===== src/rtl/scr_writer_pkg.sv =====
// Shared screen constants and state encoding for the 160x120, 3-bit screen memories.
package scr_writer_pkg;

  localparam int SCR_W      = 160;
  localparam int SCR_H      = 120;
  localparam int SCR_PIXELS = SCR_W * SCR_H;
  localparam int SCR_ADDR_W = 15;
  localparam int COLOUR_W   = 3;

  typedef enum logic {
    IDLE = 1'b0,
    FILL = 1'b1
  } scr_state_e;

endpackage


===== src/rtl/scr_writer_pix_addr.sv =====
// Combinational (x, y) to linear screen address, plus an in-bounds flag.
// The mapping is y*160 + x, built from shifts because 160 = 128 + 32.
module pix_addr
  import scr_writer_pkg::*;
#(
  parameter int WIDTH  = SCR_W,
  parameter int HEIGHT = SCR_H,
  parameter int ADDR_W = SCR_ADDR_W
) (
  input  logic [9:0]        x,
  input  logic [9:0]        y,
  output logic [ADDR_W-1:0] addr,
  output logic              in_bounds
);

  // Address is only meaningful when in_bounds is set; the largest valid value is 19199.
  always_comb begin
    addr      = (ADDR_W'(y) << 7) + (ADDR_W'(y) << 5) + ADDR_W'(x);
    in_bounds = (32'(x) < WIDTH) && (32'(y) < HEIGHT);
  end

endmodule


===== src/rtl/scr_writer.sv =====
// Pixel-stream writer: single-pixel writes over valid/ready plus a whole-screen fill mode,
// driving the data/wren port of a screen RAM.
module scr_writer
  import scr_writer_pkg::*;
#(
  parameter int WIDTH    = scr_writer_pkg::SCR_W,
  parameter int HEIGHT   = scr_writer_pkg::SCR_H,
  parameter int ADDR_W   = scr_writer_pkg::SCR_ADDR_W,
  parameter int COLOUR_W = scr_writer_pkg::COLOUR_W
) (
  input  logic                clk,
  input  logic                reset,
  input  logic                pix_valid,
  output logic                pix_ready,
  input  logic [9:0]          pix_x,
  input  logic [9:0]          pix_y,
  input  logic [COLOUR_W-1:0] pix_colour,
  input  logic                fill_go,
  input  logic [COLOUR_W-1:0] fill_colour,
  output logic                busy,
  output logic                fill_done,
  output logic [7:0]          drop_count,
  output logic [ADDR_W-1:0]   mem_address,
  output logic [COLOUR_W-1:0] mem_data,
  output logic                mem_wren
);

  localparam logic [ADDR_W-1:0] PIXELS    = ADDR_W'(WIDTH * HEIGHT);
  localparam logic [ADDR_W-1:0] LAST_ADDR = ADDR_W'(WIDTH * HEIGHT - 1);

  scr_state_e          state_q, state_d;
  logic [ADDR_W-1:0]   fill_cnt_q, fill_cnt_d;
  logic [COLOUR_W-1:0] fill_colour_q, fill_colour_d;
  logic                busy_q, busy_d;
  logic                fill_done_q, fill_done_d;
  logic [7:0]          drop_count_q, drop_count_d;
  logic [ADDR_W-1:0]   mem_address_q, mem_address_d;
  logic [COLOUR_W-1:0] mem_data_q, mem_data_d;
  logic                mem_wren_q, mem_wren_d;

  logic [ADDR_W-1:0]   pix_lin_addr;
  logic                pix_in_bounds;
  logic                pix_xfer;

  pix_addr #(
    .WIDTH  (WIDTH),
    .HEIGHT (HEIGHT),
    .ADDR_W (ADDR_W)
  ) u_pix_addr (
    .x         (pix_x),
    .y         (pix_y),
    .addr      (pix_lin_addr),
    .in_bounds (pix_in_bounds)
  );

  // A pending fill request holds pixels off so they stall rather than get lost.
  assign pix_ready = (state_q == IDLE) && !fill_go && !reset;
  assign pix_xfer  = pix_valid && pix_ready;

  // Next-state and registered-output logic; the fill counter holds the next address to write.
  always_comb begin
    state_d       = state_q;
    fill_cnt_d    = fill_cnt_q;
    fill_colour_d = fill_colour_q;
    busy_d        = 1'b0;
    fill_done_d   = 1'b0;
    drop_count_d  = drop_count_q;
    mem_address_d = mem_address_q;
    mem_data_d    = mem_data_q;
    mem_wren_d    = 1'b0;
    case (state_q)
      IDLE: begin
        if (fill_go) begin
          state_d       = FILL;
          fill_colour_d = fill_colour;
          busy_d        = 1'b1;
          mem_wren_d    = 1'b1;
          mem_address_d = '0;
          mem_data_d    = fill_colour;
          fill_cnt_d    = ADDR_W'(1);
        end else if (pix_xfer) begin
          if (pix_in_bounds) begin
            mem_wren_d    = 1'b1;
            mem_address_d = pix_lin_addr;
            mem_data_d    = pix_colour;
          end else if (drop_count_q != 8'hFF) begin
            drop_count_d = drop_count_q + 8'd1;
          end
        end
      end
      FILL: begin
        if (fill_cnt_q != PIXELS) begin
          busy_d        = 1'b1;
          mem_wren_d    = 1'b1;
          mem_address_d = fill_cnt_q;
          mem_data_d    = fill_colour_q;
          fill_cnt_d    = fill_cnt_q + ADDR_W'(1);
          fill_done_d   = (fill_cnt_q == LAST_ADDR);
        end else begin
          state_d    = IDLE;
          fill_cnt_d = '0;
        end
      end
      default: begin
        state_d    = IDLE;
        fill_cnt_d = '0;
      end
    endcase
  end

  // State and output registers; reset aborts any fill in progress.
  always_ff @(posedge clk or posedge reset) begin
    if (reset) begin
      state_q       <= IDLE;
      fill_cnt_q    <= '0;
      fill_colour_q <= '0;
      busy_q        <= 1'b0;
      fill_done_q   <= 1'b0;
      drop_count_q  <= '0;
      mem_address_q <= '0;
      mem_data_q    <= '0;
      mem_wren_q    <= 1'b0;
    end else begin
      state_q       <= state_d;
      fill_cnt_q    <= fill_cnt_d;
      fill_colour_q <= fill_colour_d;
      busy_q        <= busy_d;
      fill_done_q   <= fill_done_d;
      drop_count_q  <= drop_count_d;
      mem_address_q <= mem_address_d;
      mem_data_q    <= mem_data_d;
      mem_wren_q    <= mem_wren_d;
    end
  end

  assign busy        = busy_q;
  assign fill_done   = fill_done_q;
  assign drop_count  = drop_count_q;
  assign mem_address = mem_address_q;
  assign mem_data    = mem_data_q;
  assign mem_wren    = mem_wren_q;

endmodule

===== config.mk =====
export PLATFORM = sky130hd
export DESIGN_NAME = scr_writer
export DESIGN_NICKNAME = d
export VERILOG_FILES = /design/src/rtl/scr_writer_pkg.sv /design/src/rtl/scr_writer_pix_addr.sv /design/src/rtl/scr_writer.sv
export SDC_FILE = /design/constraint.sdc
export NUM_CORES = 1
export LEC_CHECK = 0
export CORE_ASPECT_RATIO = 0.9
export CORE_MARGIN = 10
export CORE_UTILIZATION = 40
export CTS_BUF_LIST = sky130_fd_sc_hd__clkbuf_2
export DETAILED_ROUTE_END_ITERATION = 10
export PLACE_DENSITY = 0.62
export SLEW_MARGIN = 25
export SYNTH_ARGS = -nofsm -noshare
export SYNTH_HDL_FRONTEND = slang
export SYNTH_SLANG_ARGS = --single-unit

===== constraint.sdc =====
create_clock -name clk -period 6 [get_ports clk]
set_input_delay 0.9 -clock clk [delete_from_list [all_inputs] [get_ports clk]]
set_output_delay 0.9 -clock clk [all_outputs]
set_load 0.02 [all_outputs]

Yosys cells after proc, flatten, opt, wreduce, memory -nomap -nowiden. Index checks and enable logic that the tools add are counted.

Add/sub/neg operators: 4. Order comparisons: 2. Equal/unequal tests: 7. Multiplexer cells: 22. Bitwise gates (word level): 3. Reductions and logical operators: 9.

Operators with widths (number): two-way mux 15 bit (6); one-hot mux 15 bit (2 select lines) (2); adder 15 x 1 -> 15 bit, second input constant (1); adder 15 x 10 -> 15 bit (1); adder 15 bit (1); == test 15 bit, second input constant (1); inequality test 15 bit, second input constant (1); two-way mux 3 bit (4); < comparator 10 x 7 -> 1 bit, second input constant (1); < comparator 10 x 8 -> 1 bit, second input constant (1); adder 8 x 1 -> 8 bit, second input constant (1); inequality test 8 bit, second input constant (1); two-way mux 1 bit (7); inequality test 3 bit, second input constant (2); one-hot mux 3 bit (2 select lines) (1); AND reduction 5 bit (1); logical AND 1 bit (4); one-hot mux 1 bit (2 select lines) (2); NOT 1 bit (3); AND reduction 3 bit (1); zero test 1 bit (2); inequality test 2 x 1 -> 1 bit, second input constant (1); inequality test 2 bit, second input constant (1); AND reduction 2 bit (1).

Register bits after elaboration: 47. Logic and storage cells: 55.

Longest topological paths before layout.
Word-level depth: 7. Depth in mapped cells: 9. Mapped depth without buffers: 9.

Hierarchy. A second synthesis with hierarchy kept.

Cells, all modules: 295. Area total of the unflattened synthesis: 3133.0 um^2.

By module, submodules not included: scr_writer (instances 1, cells each 229, area an instance 2565.0 um^2); pix_addr (instances 1, cells each 66, area an instance 568.0 um^2).

Worst setup path before layout. OpenSTA, ideal clock, no wires.

Path kind: input port to flip-flop. Start: input reset. End: register drop_count_q[1], in the netlist drop_count[1]. Setup time: 0.125 ns. Arrival: 3.036 ns. Required time: 5.875 ns. Slack: 2.839 ns. Stages on the path: 5. Cell sequence: inv_1 > and3_1 > and3b_1 > clkbuf_1 > mux2_2.

Longest elaborated chain between the ends: 4.

RTL lines: from (decl) (line scr_writer.sv:12) `input logic reset,`; zero test 1 bit (no source line); logical AND 1 bit (line scr_writer.sv:57) `assign pix_ready = (state_q == IDLE) && !fill_go && !reset;`; logical AND 1 bit (line scr_writer.sv:58) `assign pix_xfer = pix_valid && pix_ready;`; AND reduction 5 bit (no source line); to (signal assigned) (line scr_writer.sv:129) `drop_count_q <= drop_count_d;`; to (decl) (line scr_writer.sv:36) `logic [7:0] drop_count_q, drop_count_d;`.

Every way passes these cells. A chain may end at the register's enable or synchronous reset.

Worst setup path in the final report.
Start: input fill_go. End: output pix_ready.

Longest elaborated chain between the ends: 3.

RTL lines: from (decl) (line scr_writer.sv:18) `input logic fill_go,`; zero test 1 bit (line scr_writer.sv:57); logical AND 1 bit (2 in a row) (line scr_writer.sv:57); to (decl) (line scr_writer.sv:14) `output logic pix_ready,`.

Every way passes these cells.

==> out/results.tsv <==
metric	value	unit
status	finished clean	
relSlewSlack	37.5	%
first_pass_iters	4	
wl_per_cell	15.7	um
hold_buffers	0	
core_area	6690	um^2
fin_crit_sh	59.0	%
viasPerCell	5.36	
core.rowCount	28	
maxCapViolations	0	
grt-ovfl-total	0	
reg2reg_slack	3.24	ns
arrival	2.64	ns
yosys_register_bits	47	
grt_pass1_wl	11800	um
switching_share	35.2	%
seqPwrFrac	48.4	%
fin_area	3540	um^2
synth_cell_types	48	
ir_drop	88.3	uV
antenna_cells	0	
portBuffers	59	
hold_slack	0.516	ns
utilization	52.9	%
clk_pin_slew	0.25	ns
drtIter0Drc	105	
fillCellCount	633	
yosysMostFrequentCell	dfrtp_1	
dp.cells	435	
synth_top_area_share	42.0	%
vias	2374	
clock_sinks	47	
fin_nets	403	
cts_root_buf	clkbuf_2	
ys_seq_area_share	42.0	%
place_area	3470	um^2
crit_type	in -> out	
crit_fanout	11	
syn_inst	297	
reg2regPathDepth	7	
grt_max_degree	49	
synth_edf_count	0	
ctsHtreeMaxLevel	2	
cts_buffer_depth	2	
dieArea	10800	um^2
async_flop_share	100	%
power_frac_clock	19.1	%
start_kind	input pin	
chipHeight	99.4	um
setup_ws	2.46	ns
synth_ff_type	dfrtp_1	
routed_wirelength	6950	um
die_width	108	um
grt_pass1_vias	2405	
p_int	602	uW
drive_gt1_share	5.95	%
min_period	3.54	ns
synthToLayoutAreaGrowth	26.3	%
dpl.hpwl	5240	um
power.total	930	uW
power_leakage	1.48	nW
worst_slew_pin_slew	0.938	ns
setup_viol	0	
final-max-slew-violation-count	0	
cts_setup_buffers	0	
drc	0	
place.gp.congestion	0.736	
yosysWarnings	0	
crit_path_end_kind	output port	
ant_nets	0	
dpl_worst_slack	2.33	ns
clock_latency	0.43	ns
netlist_top_cells_area	dfrtp_1, ha_1, nand2_1, o21ai_0, xnor2_1	
crit_required	5.10	ns
hold_depth	2	
boundaryPins	60	
hold_class	reg -> reg	
setup-tns-final	0	ns
post_cts_resize_count	0	
power_switching	328	uW
power.density	263	nW/um^2
cts_tree	built	
start_util	41.9	%
grt_util_all_layers	13.0	%
rsz0062_at_grt	false	
fmax	0.283	GHz
antenna_found_initial	0	
hold_viol	0	
syn-num-nets	348	
final_cells	443	
yosysTopAreaCell	dfrtp_1	
syn_area_per_cell	9.43	um^2
fin_skew	0.0209	ns
numCtsBuffers	5	
pwr-share-comb	32.5	%
synthTopCellsByCount	dfrtp_1, nand2_1, o21ai_0, ha_1, nor2_1	
synth_area	2800	um^2
## path summary, 6_finish.rpt
check,startpoint,to
max,fill_go,pix_ready
min,mem_address[0],mem_address[0]
max reg2reg,busy,mem_address[11]
min reg2reg,mem_address[0],mem_address[0]
max in group asynchronous,reset,busy
min in group asynchronous,reset,fill_cnt_q[12]
## cell type report
type	instances	area, um^2	share of cell area [%]
clock inverters	3	42.5	1.20
flip-flops and latches	47	1180	33.3
multi-input cells	225	1530	43.2
repair buffers	62	613	17.3
inverters	11	41.3	1.17
clock buffers	5	25.0	0.707
well taps	90	113	3.18
## state kept, by name (all words and copies together), names as in the netlist
| register | flops |
|---|---|
| fill_cnt_q | 15 |
| drop_count | 8 |
| fill_done | 1 |
| busy | 1 |
| mem_data | 3 |
| mem_address | 15 |
| mem_wren | 1 |
| fill_colour_q | 3 |
## cell usage in the layout, fill, tap and decap left out, drive strengths merged, types with 4 or more instances in the layout
master / count
nand2: 35
mux2: 4
nor2b: 5
nand2b: 5
clkdlybuf4s50: 59
nor4: 4
xnor2: 10
nand4: 7
o21ai: 36
dfrtp: 47
a21oi: 16
and3: 7
ha: 17
fa: 4
xor2: 7
clkbuf: 5
nand3: 8
nor2: 16
a22oi: 10
inv: 12
## routing by layer
metal	global-route usage [%]	vias up	share of wire (%)
met5	0	-	0
met4	4.00	0	1.2
met3	2.45	7	4.9
met2	21.1	59	47
met1	17.1	1138	47
li1	-	1170	-
## worst max-delay path, stage by stage
cell	delay, ns
clkdlybuf4s50_1	0.54
or2_2	0.46
nor2_1	0.12
clkdlybuf4s50_1	0.61
## power groups by stage
stage / clock (mW) / sequential (mW) / combinational (mW)
finish: 0.177 / 0.450 / 0.302
global route: 0.192 / 0.464 / 0.338
CTS: 0.183 / 0.451 / 0.307
detailed placement: 0 / 0.458 / 0.306
global placement: 0 / 0.455 / 0.301
floorplan: 0 / 0.469 / 0.157
## logic make-up (layout without fill, tap and decap cells)
kind of cell,Yosys count,after routing,share of synthesized area (%)
XOR/XNOR,17,17,5.31
flip-flops,47,47,42.0
adder cells (fa/ha/maj),21,21,10.5
buffers and inverters,25,81,3.53
AO/OA/AOI/OAI,80,80,17.6
AND/OR/NAND/NOR,100,100,18.4
multiplexers,7,7,2.68
Power figures use the tool's default switching activity.
